$ cat src/rtl/neurocore_pkg.sv
// Shared definitions for the neurocore UART paths.
// Holds the default bit period (shared with the RX side), the packet header
// byte, the packet-FSM and byte-serialiser state encodings, and a helper
// that returns the number of bytes in a result packet.
package neurocore_pkg;

    // 10 MHz system clock / 115200 baud
    localparam int NC_CLKS_PER_BIT = 87;

    // First byte of every result packet
    localparam logic [7:0] NC_HEADER = 8'hA5;

    // Packet-level FSM
    typedef enum logic [2:0] {
        T_IDLE    = 3'd0,
        T_HDR     = 3'd1,
        T_PAYLOAD = 3'd2,
        T_CSUM    = 3'd3,
        T_FIN     = 3'd4
    } top_state_t;

    // Byte serialiser FSM
    typedef enum logic [1:0] {
        S_IDLE  = 2'd0,
        S_START = 2'd1,
        S_DATA  = 2'd2,
        S_STOP  = 2'd3
    } ser_state_t;

    // Header + two bytes per 16-bit word + checksum
    function automatic int pkt_bytes(input int n_words);
        return 2 * n_words + 2;
    endfunction

endpackage

$ cat src/rtl/uart_tx_byte.sv
// 8N1 byte serialiser, LSB first, idle high.
// Ports:
//   CLK       system clock
//   RESET     synchronous active-high reset
//   tx_data   byte to send, taken when tx_valid && tx_ready
//   tx_valid  a byte is offered
//   tx_ready  serialiser can take a byte this cycle (idle, or last stop cycle)
//   TXD       registered serial output
module uart_tx_byte
    import neurocore_pkg::*;
#(
    parameter int CLKS_PER_BIT = NC_CLKS_PER_BIT
) (
    input  logic       CLK,
    input  logic       RESET,
    input  logic [7:0] tx_data,
    input  logic       tx_valid,
    output logic       tx_ready,
    output logic       TXD
);

    localparam int CNT_W = (CLKS_PER_BIT > 1) ? $clog2(CLKS_PER_BIT) : 1;
    localparam logic [CNT_W-1:0] CNT_LAST = CNT_W'(CLKS_PER_BIT - 1);

    ser_state_t       state_reg;
    logic [CNT_W-1:0] cnt_reg;
    logic [2:0]       bit_reg;
    logic [7:0]       shift_reg;
    logic             txd_reg;

    logic bit_end;
    logic xfer;

    assign bit_end  = (cnt_reg == CNT_LAST);
    // Accepting a byte during the final stop cycle lets the next start bit
    // follow immediately with no idle gap.
    assign tx_ready = (state_reg == S_IDLE) || ((state_reg == S_STOP) && bit_end);
    assign xfer     = tx_valid && tx_ready;
    assign TXD      = txd_reg;

    always_ff @(posedge CLK) begin
        if (RESET) begin
            state_reg <= S_IDLE;
            cnt_reg   <= '0;
            bit_reg   <= '0;
            shift_reg <= '0;
            txd_reg   <= 1'b1;
        end else if (xfer) begin
            state_reg <= S_START;
            cnt_reg   <= '0;
            bit_reg   <= '0;
            shift_reg <= tx_data;
            txd_reg   <= 1'b0;
        end else begin
            case (state_reg)
                S_START: begin
                    if (bit_end) begin
                        cnt_reg   <= '0;
                        state_reg <= S_DATA;
                        txd_reg   <= shift_reg[0];
                        shift_reg <= {1'b0, shift_reg[7:1]};
                    end else begin
                        cnt_reg <= cnt_reg + CNT_W'(1);
                    end
                end
                S_DATA: begin
                    if (bit_end) begin
                        cnt_reg <= '0;
                        if (bit_reg == 3'd7) begin
                            state_reg <= S_STOP;
                            txd_reg   <= 1'b1;
                        end else begin
                            bit_reg   <= bit_reg + 3'd1;
                            txd_reg   <= shift_reg[0];
                            shift_reg <= {1'b0, shift_reg[7:1]};
                        end
                    end else begin
                        cnt_reg <= cnt_reg + CNT_W'(1);
                    end
                end
                S_STOP: begin
                    if (bit_end) begin
                        cnt_reg   <= '0;
                        state_reg <= S_IDLE;
                    end else begin
                        cnt_reg <= cnt_reg + CNT_W'(1);
                    end
                end
                default: begin
                    state_reg <= S_IDLE;
                    txd_reg   <= 1'b1;
                end
            endcase
        end
    end

endmodule

$ cat src/rtl/neurocore_result_tx.sv
// Result packet transmitter: snapshots the result vector on START and sends
// HEADER, each word high byte then low byte, then the XOR of the payload.
// Ports:
//   CLK     system clock
//   RESET   synchronous active-high reset, aborts any packet in flight
//   START   one-cycle request, accepted only when not busy
//   RESULT  N_WORDS x 16-bit result vector, word i at [16*i+15:16*i]
//   TXD     UART serial out (registered)
//   BUSY    packet in flight
//   DONE    one-cycle pulse after the last stop bit
module neurocore_result_tx
    import neurocore_pkg::*;
#(
    parameter int         CLKS_PER_BIT = NC_CLKS_PER_BIT,
    parameter int         N_WORDS      = 4,
    parameter int         WORD_W       = 16,
    parameter logic [7:0] HEADER       = NC_HEADER
) (
    input  logic                      CLK,
    input  logic                      RESET,
    input  logic                      START,
    input  logic [N_WORDS*WORD_W-1:0] RESULT,
    output logic                      TXD,
    output logic                      BUSY,
    output logic                      DONE
);

    localparam int PAY_BYTES = 2 * N_WORDS;
    localparam int IDX_W     = $clog2(pkt_bytes(N_WORDS));
    localparam int IDX_SLOTS = 1 << IDX_W;
    localparam logic [IDX_W-1:0] IDX_CSUM = IDX_W'(PAY_BYTES);

    top_state_t                  state_reg;
    logic [N_WORDS*WORD_W-1:0]   snap_reg;
    logic [IDX_W-1:0]            idx_reg;   // next payload byte to hand over
    logic [7:0]                  csum_reg;

    logic [7:0] byte_slot [IDX_SLOTS];
    logic [7:0] cur_byte;
    logic [7:0] tx_data;
    logic       tx_valid;
    logic       tx_ready;
    logic       xfer;

    // Payload bytes laid out in transmit order; slots past the payload read 0
    // so the index never has to be range-checked.
    generate
        for (genvar gi = 0; gi < IDX_SLOTS; gi++) begin : g_slot
            if (gi < PAY_BYTES) begin : g_pay
                assign byte_slot[gi] = snap_reg[WORD_W*(gi/2) + 8*(1 - (gi % 2)) +: 8];
            end else begin : g_pad
                assign byte_slot[gi] = 8'h00;
            end
        end
    endgenerate

    assign cur_byte = byte_slot[idx_reg];
    assign xfer     = tx_valid && tx_ready;

    // FIN behaves as idle for acceptance so a START coinciding with DONE
    // launches the next packet without a gap cycle.
    assign BUSY = (state_reg != T_IDLE) && (state_reg != T_FIN);
    assign DONE = (state_reg == T_FIN);

    // State names the byte currently on the wire; the offered byte is the
    // one that follows it.
    always_comb begin
        tx_valid = 1'b0;
        tx_data  = HEADER;
        case (state_reg)
            T_IDLE, T_FIN: begin
                tx_valid = START;
                tx_data  = HEADER;
            end
            T_HDR: begin
                tx_valid = 1'b1;
                tx_data  = cur_byte;
            end
            T_PAYLOAD: begin
                tx_valid = 1'b1;
                tx_data  = (idx_reg == IDX_CSUM) ? csum_reg : cur_byte;
            end
            default: begin
                tx_valid = 1'b0;
                tx_data  = HEADER;
            end
        endcase
    end

    always_ff @(posedge CLK) begin
        if (RESET) begin
            state_reg <= T_IDLE;
            snap_reg  <= '0;
            idx_reg   <= '0;
            csum_reg  <= '0;
        end else begin
            case (state_reg)
                T_IDLE, T_FIN: begin
                    if (START) begin
                        snap_reg  <= RESULT;
                        idx_reg   <= '0;
                        csum_reg  <= '0;
                        state_reg <= T_HDR;
                    end else begin
                        state_reg <= T_IDLE;
                    end
                end
                T_HDR: begin
                    if (xfer) begin
                        csum_reg  <= csum_reg ^ cur_byte;
                        idx_reg   <= idx_reg + IDX_W'(1);
                        state_reg <= T_PAYLOAD;
                    end
                end
                T_PAYLOAD: begin
                    if (xfer) begin
                        if (idx_reg == IDX_CSUM) begin
                            state_reg <= T_CSUM;
                        end else begin
                            csum_reg <= csum_reg ^ cur_byte;
                            idx_reg  <= idx_reg + IDX_W'(1);
                        end
                    end
                end
                T_CSUM: begin
                    if (tx_ready) begin
                        state_reg <= T_FIN;
                    end
                end
                default: state_reg <= T_IDLE;
            endcase
        end
    end

    uart_tx_byte #(
        .CLKS_PER_BIT(CLKS_PER_BIT)
    ) u_ser (
        .CLK     (CLK),
        .RESET   (RESET),
        .tx_data (tx_data),
        .tx_valid(tx_valid),
        .tx_ready(tx_ready),
        .TXD     (TXD)
    );

endmodule

$ cat config.mk
export PLATFORM = sky130hd
export DESIGN_NAME = neurocore_result_tx
export DESIGN_NICKNAME = d
export VERILOG_FILES = /design/src/rtl/neurocore_pkg.sv /design/src/rtl/uart_tx_byte.sv /design/src/rtl/neurocore_result_tx.sv
export SDC_FILE = /design/constraint.sdc
export NUM_CORES = 1
export LEC_CHECK = 0
export CORE_MARGIN = 5
export CORE_UTILIZATION = 40
export CTS_CLUSTER_DIAMETER = 60
export DETAILED_ROUTE_END_ITERATION = 10
export PLACE_DENSITY = 0.63
export SYNTH_ARGS = -nofsm -noshare
export SYNTH_HDL_FRONTEND = slang
export SYNTH_SLANG_ARGS = --single-unit
$ cat constraint.sdc
create_clock -name CLK -period 6.15 [get_ports CLK]
set_input_delay 1.5375 -clock CLK [delete_from_list [all_inputs] [get_ports CLK]]
set_output_delay 1.5375 -clock CLK [all_outputs]
set_load 0.01 [all_outputs]
# Yosys cells after proc, flatten, opt, wreduce, memory -nomap -nowiden
# Cells that the tools add are included.
# op_classes
bitwise_logic	3
n_eq_ne	27
reduce_logical	21
n_lt_le_gt_ge	1
add_sub_neg	3
n_mux	39
# op_table
operator	n
two-way mux 8 bit	11
binary-select mux 8 bit (select 4 bit)	1
one-hot mux 8 bit (2 select lines)	2
one-hot mux 8 bit (3 select lines)	1
two-way mux 4 bit	4
!= test 2 x 1 -> 1 bit, second input constant	8
AND reduction 4 bit	4
two-way mux 3 bit	4
!= test 3 x 1 -> 1 bit, second input constant	4
one-hot mux 3 bit (4 select lines)	1
one-hot mux 4 bit (3 select lines)	1
nonzero test 3 bit	3
two-way mux 2 bit	4
bitwise XOR 8 bit	1
adder 7 x 1 -> 7 bit, second input constant	1
equality test 7 bit, second input constant	1
two-way mux 7 bit	1
equality test 3 x 2 -> 1 bit, second input constant	2
equality test 3 bit, second input constant	2
two-way mux 1 bit	6
!= test 2 bit, second input constant	3
one-hot mux 2 bit (3 select lines)	1
AND reduction 3 bit	2
OR reduction 2 bit	3
other kinds (20)	23
# word_totals
elab_cells	104
regBits	100

# Longest topological paths before layout
# depth
word_depth	8
depth_mapped	9
depth_no_buf	7

# Modules after synthesis
# A second synthesis with hierarchy kept.
# unflattened
hier_cells	530
hier_area_um2	4690.7
# modules_own_cells
mod	instances	area_each_um2	cells_each	seq_area_each_um2
neurocore_result_tx	1	3538.4	413	1581.5
uart_tx_byte	1	1152.4	117	420.4

# Worst setup path after synthesis
# Ideal clock, no wire load.
# synth_timing
path_kind	in2reg
from	input START
to	register u_ser.shift_reg[4]
stages	6
arrival_ns	2.777
path_slack_ns	3.255
n_path_buf	1
cell_sequence	or3b_1 -> o21ai_2 -> nand2b_1 -> buf_2 -> a221o_1 -> a32o_1
# synth_between
elab_chain_cells	4
# synth_lines
element	line	rtl
start: declaration	neurocore_result_tx.sv:21	input logic START,
one-hot mux 1 bit (2 select lines) *	neurocore_result_tx.sv:70	case (state_reg)
logical AND 1 bit *	uart_tx_byte.sv:38	assign xfer = tx_valid && tx_ready;
!= test 3 x 1 -> 1 bit (no line) (tied with other cells)	n/a	
AND reduction 4 bit (no line)	n/a	
end signal: assignment	uart_tx_byte.sv:52	shift_reg <= tx_data;
end signal: assignment	uart_tx_byte.sv:61	shift_reg <= {1'b0, shift_reg[7:1]};
end signal: assignment	uart_tx_byte.sv:75	shift_reg <= {1'b0, shift_reg[7:1]};
end: declaration	uart_tx_byte.sv:28	logic [7:0] shift_reg;
# Every way passes the cells marked *; elsewhere a longest branch is shown, timed or not.
# A chain may end at the register's enable or synchronous reset.

# Worst setup path in the final report
# layout_timing
from	input START
to	register u_ser.shift_reg[6]
# Same word-level chain as after synthesis.

==> flow_metrics.py <==
metrics = {
    "layout": {
        "layout.area.seq_um2": 2000,
        "n_antenna_cell": 0,
        "final_util_pct": 49.7,
        "final_design_area_no_fill_um2": 5660,
        "largest_register_ff_count": 64,
        "num-fill-cells": 1072,
        "area_occupied_by_multi_input_gates_um2": 2440,
        "nNetsFinal": 655,
        "flow.area_growth_from_synthesis_pct": 22.7,
        "post_route_cells_drive_above_1_share_pct": 7.23,
    },
    "logic_synthesis": {
        "synthesis.area_um2": 4610,
        "synth_edf_count": 0,
        "postSynthAreaPerCell_um2": 8.80,
        "synthArstFlopShare_pct": 0,
        "synth_top_flop_cell": "dfxtp_1",
        "synth_warnings": 0,
        "ys_types": 50,
        "ys_ff_latch": 100,
        "seq_area_frac_synth_pct": 43.4,
        "post_synth_inst_count": 524,
        "mappedNetlistNets": 603,
    },
    "die": {
        "die_width_um": 117,
        "floorplan.initialDensity_pct": 40.6,
        "coreArea_um2": 11400,
        "io-pin-count": 70,
        "die_height_um": 117,
        "num_rows": 39,
        "die_outline_area_um2": 13800,
    },
    "power_and_ir_drop": {
        "irDropWorstVdd_mv": 0.242,
        "power_report.internal_total_uw": 1290,
        "power.switching_uw": 677,
        "static-leakage-power_uw": 0.00208,
        "seqPwrFrac_pct": 40.9,
        "clockPowerShare_pct": 28.3,
        "share_comb_of_total_power_pct": 30.8,
        "switching_share_of_total_power_pct": 34.5,
        "cellPowerDensity_nw_per_um2": 347,
    },
    "route": {
        "num_vias": 3765,
        "routed_via_density": 5.20,
        "drc_errors": 0,
        "route.final.wire_length_um": 10600,
        "number_of_optimization_iterations_in_the_first_detailed_route_pass": 4,
        "detail_route.iter0.violations": 162,
        "routedWlPerCell_um": 14.6,
        "remaining_number_of_nets_flagged_by_the_antenna_check_after_routing": 0,
    },
    "sta": {
        "report.final.hold_viol_count": 0,
        "slew-limit-headroom_pct": 27.8,
        "rsz0062_at_grt": "no",
        "maxClockFrequency_ghz": 0.276,
        "finalWorstPathRequiredPeriod_ps": 3620,
        "finalClockSkew_ps": 10.5,
        "fin_crit_sh_pct": 58.9,
        "max_slew_violation_count": 0,
        "fin_hold_ws_ps": 453,
        "final-setup-viol-count": 0,
        "transition_at_the_pin_with_the_smallest_max_transition_slack_ps": 1080,
        "worst_slack_ps": 2530,
        "tns_ps": 0,
    },
    "global_route": {
        "gr-usage-met2_pct": 26.1,
        "first_pass_grt_wire_length_um": 18000,
        "grt_max_degree": 76,
        "gr-max-usage-layer": "met2",
        "grtUsageMet3_pct": 3.51,
        "first_global_vias": 3750,
        "groute.usage.overall_pct": 15.5,
        "grt.met1_usage_pct": 19.8,
        "overflow": 0,
        "grt_antenna_before_repair": 0,
    },
    "cts": {
        "cts-resized-gates": 0,
        "clock_insertion_delay_worst_skew_ps": 350,
        "clock_tree.root_cell": "clkbuf_16",
        "max_h_tree_level": 3,
        "clock_tree_from_tritoncts": "yes",
        "postCtsSetupRepairBufs": 0,
        "clock-sinks": 100,
        "clk_pin_slew_ps": 80,
        "clk_path_buf_depth": 2,
        "cts_made_buffers": 9,
        "cts_hold_buf": 0,
    },
    "setup_path": {
        "cp_max_fanout": 28,
        "worstSetupStartpointType": "input pin",
        "cp_data_arrival_time_ps": 3850,
        "critical_path_required_ps": 6380,
        "cp-end-kind": "register",
        "path_class": "in2reg",
    },
    "placed_design": {
        "place_worst_setup_slack_ps": 2190,
        "place_hpwl_um": 7490,
        "final_gp_congestion": 0.839,
        "dpl_cell_area_um2": 5370,
        "io_buffer_count": 69,
    },
    "min_path": {
        "min_path_type": "reg2reg",
    },
    "run_status": {
        "status": "completed",
    },
    "job": {
        "cap_viol_max_count": 0,
    },
}
[layer usage]
layer / vias to the layer above / part of all wire (%) / wire length, um
li1: 1904 / - / -
met3: 12 / 4.1 / 439
met2: 73 / 49 / 5240
met5: - / 0 / 0
met1: 1776 / 45 / 4800
met4: 0 / 1.2 / 126
[synth_stat cells, types with 4 or more instances]
| master | number | area (um^2) |
|---|---|---|
| a21oi_1 | 69 | 345 |
| a221o_1 | 4 | 40.0 |
| a32o_1 | 8 | 80.1 |
| buf_2 | 4 | 20.0 |
| clkbuf_1 | 25 | 93.8 |
| dfxtp_1 | 100 | 2000 |
| ha_1 | 12 | 150 |
| inv_1 | 8 | 30.0 |
| mux2_2 | 7 | 78.8 |
| mux2i_1 | 6 | 60.1 |
| mux4_1 | 9 | 236 |
| mux4_2 | 7 | 158 |
| nand2_1 | 153 | 574 |
| nor2_1 | 28 | 105 |
| nor2b_1 | 6 | 37.5 |
| nor3_1 | 9 | 45.0 |
| nor4b_1 | 8 | 70.1 |
| xnor2_1 | 17 | 149 |
[area by class of cell]
| cell class | instances | area share, % |
|---|---|---|
| clock buffer | 9 | 3.98 |
| timing repair buffer | 72 | 12.5 |
| sequential | 100 | 35.4 |
| clock inverter | 7 | 1.15 |
| inverter | 9 | 0.597 |
| multi-input combinational | 384 | 43.2 |
| tap | 143 | 3.16 |
[worst paths after layout]
path	cells past startpoint	slack, ps	endpoint	startpoint
min	2	450	snap_reg[33]$_SDFFE_PP0P_	snap_reg[33]$_SDFFE_PP0P_
max	6	2530	u_ser.shift_reg[6]$_SDFFE_PP0P_	START
max reg2reg	4	3400	u_ser.shift_reg[4]$_SDFFE_PP0P_	idx_reg[1]$_SDFFE_PP0P_
min reg2reg	2	450	snap_reg[33]$_SDFFE_PP0P_	snap_reg[33]$_SDFFE_PP0P_
[placed cells by master, fill, tap and decap left out, drive strengths merged, types with 7 or more instances in the layout]
cell type	synthesis	routed
a21oi	69	69
xnor2	17	17
nand2	153	153
nor4b	8	8
nor2	28	28
dfxtp	100	100
a32o	8	8
nor3	9	9
mux2	7	7
inv	9	14
ha	12	12
clkbuf	25	9
clkdlybuf4s50	0	68
mux4	16	16
[power by group through the flow]
stage          logic (uW)  clock network [uW]  registers (uW)
3_5_place_dp          604                   0             818
6_report              605                 556             803
3_3_place_gp          590                   0             812
2_1_floorplan         453                   0             797
5_1_grt               681                 592             816
4_1_cts               607                 569             804
[critical path: stages]
cell and delay (ps):
clkdlybuf4s50_1 480, or3b_2 720, o21ai_2 200, nand2b_1 300, a221o_1 350, a32o_1 250
[logic make-up after synthesis]
kind of cell | after synthesis | share of synthesized area, %
AOI/OAI and AO/OA | 102 | 13.6
xor gates and xnor gates | 20 | 3.80
buffers and inverters | 40 | 3.77
DFF | 100 | 43.4
muxes | 29 | 11.6
and+or+nand+nor | 221 | 20.6
adders and majority gates | 12 | 3.26
[stage by stage]
step / cells / total power (uW)
global placement: 708 / 1400
global route: 724 / 2090
finish: 724 / 1960
floorplan: 524 / 1250
detailed placement: 708 / 1420
CTS: 724 / 1980
No activity file was read; power rests on OpenSTA's default activity.
